==> src/rtl/fetch_ctrl.sv <==
// Fetch-stage sequencer: PC enable/select, IF/ID enable/flush and ID/EX flush.
// Outputs are Mealy (registered state plus current inputs), so the control path adds no latency.
// Priority is redirect > halt > stall. Optional perf counters are enabled by FETCH_PERF_CNT_EN.
module fetch_ctrl #(
    parameter int RESET_HOLD_CYCLES = 2,
    parameter int CNT_W             = 16
) (
    input  logic             clk,
    input  logic             rst,
    input  logic             pc_src_ex,
    input  logic             stall_req_d,
    input  logic             halt_req_d,
    input  logic             resume,
    output logic             pc_we,
    output logic             pc_sel,
    output logic             ifid_we,
    output logic             ifid_flush,
    output logic             idex_flush,
    output logic             halted,
    output logic [2:0]       state_o
`ifdef FETCH_PERF_CNT_EN
    ,
    output logic [CNT_W-1:0] stall_cnt,
    output logic [CNT_W-1:0] flush_cnt
`endif
);

    typedef enum logic [2:0] {
        S_HOLD  = 3'd0,
        S_RUN   = 3'd1,
        S_STALL = 3'd2,
        S_FLUSH = 3'd3,
        S_HALT  = 3'd4
    } state_t;

    localparam logic [7:0] HOLD_LAST = 8'(RESET_HOLD_CYCLES - 1);

    state_t     state;
    state_t     state_nxt;
    logic [7:0] hold_cnt;
    logic       redirect_acc;
    logic       stall_acc;

    // State register and post-reset hold counter; the counter only runs while in HOLD.
    always_ff @(posedge clk or negedge rst) begin
        if (!rst) begin
            state    <= S_HOLD;
            hold_cnt <= 8'd0;
        end else begin
            state    <= state_nxt;
            hold_cnt <= (state == S_HOLD) ? hold_cnt + 8'd1 : 8'd0;
        end
    end

    // Next-state and Mealy outputs; STALL behaves like RUN except the stall request is masked.
    always_comb begin
        state_nxt    = state;
        pc_we        = 1'b0;
        pc_sel       = 1'b0;
        ifid_we      = 1'b0;
        ifid_flush   = 1'b0;
        idex_flush   = 1'b0;
        redirect_acc = 1'b0;
        stall_acc    = 1'b0;
        case (state)
            S_HOLD: begin
                ifid_flush = 1'b1;
                idex_flush = 1'b1;
                if (hold_cnt == HOLD_LAST) begin
                    state_nxt = S_RUN;
                end
            end
            S_RUN, S_STALL: begin
                pc_we     = 1'b1;
                ifid_we   = 1'b1;
                state_nxt = S_RUN;
                if (pc_src_ex) begin
                    pc_sel       = 1'b1;
                    ifid_flush   = 1'b1;
                    idex_flush   = 1'b1;
                    redirect_acc = 1'b1;
                    state_nxt    = S_FLUSH;
                end else if (halt_req_d) begin
                    // Halt instruction moves on to EX; the PC stays at halt+1.
                    pc_we      = 1'b0;
                    ifid_flush = 1'b1;
                    state_nxt  = S_HALT;
                end else if (stall_req_d && (state == S_RUN)) begin
                    pc_we      = 1'b0;
                    ifid_we    = 1'b0;
                    idex_flush = 1'b1;
                    stall_acc  = 1'b1;
                    state_nxt  = S_STALL;
                end
            end
            S_FLUSH: begin
                // ID and EX only hold bubbles here, so every request is stale.
                pc_we     = 1'b1;
                ifid_we   = 1'b1;
                state_nxt = S_RUN;
            end
            S_HALT: begin
                if (resume) begin
                    state_nxt = S_RUN;
                end
            end
            default: begin
                ifid_flush = 1'b1;
                idex_flush = 1'b1;
                state_nxt  = S_HOLD;
            end
        endcase
    end

    assign halted  = (state == S_HALT);
    assign state_o = state;

`ifdef FETCH_PERF_CNT_EN
    // Saturating counters of accepted stalls and accepted redirects.
    always_ff @(posedge clk or negedge rst) begin
        if (!rst) begin
            stall_cnt <= '0;
            flush_cnt <= '0;
        end else begin
            if (stall_acc && (stall_cnt != {CNT_W{1'b1}})) begin
                stall_cnt <= stall_cnt + 1'b1;
            end
            if (redirect_acc && (flush_cnt != {CNT_W{1'b1}})) begin
                flush_cnt <= flush_cnt + 1'b1;
            end
        end
    end
`else
    // Acceptance strobes only feed the perf counters.
    logic unused_acc;
    assign unused_acc = redirect_acc ^ stall_acc;
`endif

endmodule
==> config.mk <==
export PLATFORM = sky130hd
export DESIGN_NAME = fetch_ctrl
export DESIGN_NICKNAME = d
export VERILOG_FILES = /design/src/rtl/fetch_ctrl.sv
export SDC_FILE = /design/constraint.sdc
export NUM_CORES = 1
export LEC_CHECK = 0
export BUFFER_PORTS_ARGS = -buffer_cell sky130_fd_sc_hd__buf_2
export CORE_ASPECT_RATIO = 0.7
export CORE_UTILIZATION = 25
export DETAILED_ROUTE_END_ITERATION = 10
export PLACE_DENSITY = 0.41
export SLEW_MARGIN = 5
export SYNTH_ARGS = -nofsm -noshare
export SYNTH_HDL_FRONTEND = slang
export SYNTH_SLANG_ARGS = --single-unit
==> constraint.sdc <==
create_clock -name clk -period 2 [get_ports clk]
set_clock_uncertainty 0.2 [all_clocks]
set_input_delay 0.4 -clock clk [delete_from_list [all_inputs] [get_ports clk]]
set_output_delay 0.4 -clock clk [all_outputs]
set_load 0.01 [all_outputs]
==> results.ini <==
[clock_network]
worst_setup_hold_path_clk_slew_ns = 0.07
cts_max_level = 1
tritoncts = done
numClockSinks = 11
cts_max_path_buffers = 2
clk_root_buffer_cell = sky130_fd_sc_hd__clkbuf_4
cts_buffers = 3
worst_skew_pair.late_latency_ns = 0.27

[route]
postRouteWirelength_mm = 1.54
drc = 0
first_iter_violations = 16
post_drt_wl_per_cell_um = 12.2
total_number_of_vias = 575
detailedRoute.firstPassIterationCount = 4
viasPerCell = 4.56
drtAntennaViolNets = 0

[timing]
rsz_0062_raised_after_global_routing = yes
number_of_setup_violations_in_the_final_report = 0
timing.slew.headroom_pct = 77.2
report.final.hold_viol_count = 0
maxClockFrequency_mhz = 502
report.final.slew_viol_count = 0
max_slew.worst_pin.slew_ns = 0.339
min_period_ns = 1.99
setup_total_negative_slack_ns = 0
post-route-period-util_pct = 99.5

[logic_synthesis]
post_synth_main_area_contributors = sky130_fd_sc_hd__dfrtp_1 43%, sky130_fd_sc_hd__nor2_1 5.9%, sky130_fd_sc_hd__a21oi_1 4.7%
yosys_most_used_dff = sky130_fd_sc_hd__dfrtp_1
synth_xor_area_share_pct = 5.47
post_synth_top_cells = 11 x sky130_fd_sc_hd__dfrtp_1, 10 x sky130_fd_sc_hd__nor2_1, 6 x sky130_fd_sc_hd__a21oi_1
synth-edff-count = 0
syn-cell-area_um2 = 641
yosys.cell_types.count = 29
yosysSeqAreaShare_pct = 43.0
synth_area_in_adders_pct = 5.47
ys_seq_elements = 11
netlist_instances = 73
main_combinational_cell_family_by_area_after_synthesis = simple AND/OR/NAND/NOR gates
netlist.area_leader.share_pct = 43.0
yosysWarningCount = 0
compound_cell_area_share_of_the_yosys_netlist_pct = 15.4
fraction_of_synthesized_area_in_multiplexers_pct = 0
avgSynthCellArea_um2 = 8.78
yosysMostFrequentCell = sky130_fd_sc_hd__dfrtp_1
yosys.area.top_type = sky130_fd_sc_hd__dfrtp_1
synth_fp_nets = 81
synth-simple-area-share_pct = 26.6
synthArstFlopShare_pct = 100

[critical_path]
cp_data_arrival_time_ns = 1.39
worst_setup_path_end_kind = output pin
crit_type = reg2out
critical-path-max-stage-delay_ns = 0.47
start_kind = flip-flop
cp_data_required_time_ns = 1.40
maximum_net_fanout_on_the_critical_path = 7
rr_worst_depth = 5
crit_chain = nor4bb_4 -> a21oi_2 -> o22ai_1 -> buf_2
slowest_stage = sky130_fd_sc_hd__dfrtp_2

[power_and_ir_drop]
total_switching_power_mw = 0.439
swShare_pct = 42.2
comb_power_share_pct = 52.0
pwr-share-clk_pct = 14.8
pwr_density_cell_nw_per_um2 = 1240
vdd_ir_drop_max_mv = 0.550
power_frac_seq_pct = 33.2
internal_power_mw = 0.601
power.static_leakage_nw = 0.375

[floorplan]
fp.dieArea_um2 = 2770
core_ar_um2 = 2280
die_height_um = 44.4
rows = 14
ios = 15
floorplan.initialDensity_pct = 28.1
dieWidth_um = 62.5

[run]
timing.max_cap.violations = 0

[layout]
fillcell_total = 259
final_non_filler_cell_total = 126
drive_above_1_share_pct = 29.8
antennaDiodeCount = 0
area_growth_syn_to_layout_pct = 30.9
number_of_nets_in_the_layout = 103
layout.core_utilization_pct = 36.8

[placed_design]
gp_congestion = 0.755
placement.io_buffers = 14
post_detailed_placement_half_perimeter_wirelength_mm = 1.13
placed_cells_incl_taps = 119

[global_route]
grt.met2_usage_pct = 14.6
grt_antenna_before_repair = 0
global_route.usage.met3_pct = 5.67
global_route.overflow_total = 0
grt_util_all_layers_pct = 12.7
grt_start_max_net_pins = 12
busiest_layer = met1
grt_first_pass_wirelength_mm = 2.59
globalRouteMet1Util_pct = 20.6
first_global_vias = 509

[run_status]
outcome = completed

[hold_path]
holdPathStages = 3
hold_class = in2reg

-- state kept, by name, indices dropped and copies added, names as in the netlist --
register and count:
state_o 3, hold_cnt 8
-- worst max-delay path: cells and delay by family, from the launching register on --
family | cells | cell delay [ns]
flops | 1 | 0.47
simple gates | 1 | 0.30
compound gates | 2 | 0.21
buf+inv | 1 | 0.15
-- final cells by class --
cell class	instances	area [um^2]	share of cell area [%]
multi-input cells	56	365	43.6
flip-flops and latches	11	278	33.1
repair buffers	20	118	14.0
well taps	32	40.0	4.78
clock buffers	4	26.3	3.13
inverters	3	11.3	1.34
-- power groups by stage --
stage	sequential [mW]	clock, mW	combinational, mW
floorplan	0.309	0	0.326
global placement	0.344	0	0.484
detailed placement	0.343	0	0.483
CTS	0.341	0.160	0.526
global route	0.358	0.172	0.610
finish	0.345	0.154	0.540
-- routing by layer --
layer	vias up	part of all wire, %	wire length (um)
met2	10	37	570
met3	0	5.5	85
met5	-	0	0
met1	268	57	884
met4	0	0	0
li1	297	-	-
-- through the flow --
stage / worst slack (ns) / area [um^2] / power (mW) / hold WS [ns]
floorplan: 0.120 / 641 / 0.635 / -0.0956
global placement: 0.192 / 758 / 0.828 / 0.0893
detailed placement: 0.173 / 758 / 0.826 / 0.0886
CTS: 0.00721 / 820 / 1.03 / 0.202
global route: -0.0854 / 838 / 1.14 / 0.224
finish: 0.00942 / 838 / 1.04 / 0.204
-- placed cells by master, fill, tap and decap left out --
cell type / count
sky130_fd_sc_hd__a21boi_0: 1
sky130_fd_sc_hd__a21oi_1: 5
sky130_fd_sc_hd__a21oi_2: 1
sky130_fd_sc_hd__a221oi_1: 1
sky130_fd_sc_hd__a31oi_1: 1
sky130_fd_sc_hd__and3_1: 1
sky130_fd_sc_hd__buf_2: 14
sky130_fd_sc_hd__buf_4: 5
sky130_fd_sc_hd__clkbuf_1: 1
sky130_fd_sc_hd__clkbuf_4: 3
sky130_fd_sc_hd__dfrtp_1: 9
sky130_fd_sc_hd__dfrtp_2: 2
sky130_fd_sc_hd__dlygate4sd3_1: 1
sky130_fd_sc_hd__ha_1: 2
sky130_fd_sc_hd__inv_1: 3
sky130_fd_sc_hd__maj3_1: 1
sky130_fd_sc_hd__nand2_1: 5
sky130_fd_sc_hd__nand2b_1: 2
sky130_fd_sc_hd__nand3_1: 4
sky130_fd_sc_hd__nand3b_1: 1
sky130_fd_sc_hd__nand4_2: 1
sky130_fd_sc_hd__nor2_1: 10
sky130_fd_sc_hd__nor2b_1: 1
sky130_fd_sc_hd__nor3_1: 1
sky130_fd_sc_hd__nor4_1: 1
sky130_fd_sc_hd__nor4b_1: 1
sky130_fd_sc_hd__nor4bb_4: 1
sky130_fd_sc_hd__o21a_1: 1
sky130_fd_sc_hd__o21ai_0: 5
sky130_fd_sc_hd__o21bai_1: 1
sky130_fd_sc_hd__o22ai_1: 1
sky130_fd_sc_hd__or3_1: 3
sky130_fd_sc_hd__xnor2_1: 1
sky130_fd_sc_hd__xor2_1: 2
sky130_fd_sc_hd__xor2_2: 1
-- logic make-up after synthesis --
family,after synthesis
simple gates,32
compound gates,17
flops,11
buf+inv,6
xor+xnor,4
fa+ha+maj,3
-- repair_timing --
item	CTS	global route
setup endpoints to repair	2	2
endpoints found under the hold margin	11	0
hold buffers	1	0
cloned	0	0
pin swaps	0	2
setup buffers	2	0
resized for setup	3	3
-- final timing paths --
path	from	endpoint	slack, ns
worst max-delay path	state_o[1]$_DFFE_PN0P_	idex_flush	0.009
worst min-delay path	resume	state_o[0]$_DFFE_PN0P_	0.20
min in group asynchronous	rst	hold_cnt[6]$_DFF_PN0_	0.32
worst min register to register	hold_cnt[0]$_DFF_PN0_	hold_cnt[0]$_DFF_PN0_	0.34
worst max register to register	state_o[1]$_DFFE_PN0P_	hold_cnt[5]$_DFF_PN0_	0.46
max in group asynchronous	rst	state_o[1]$_DFFE_PN0P_	1.04
(Power assumes the default switching activity.)
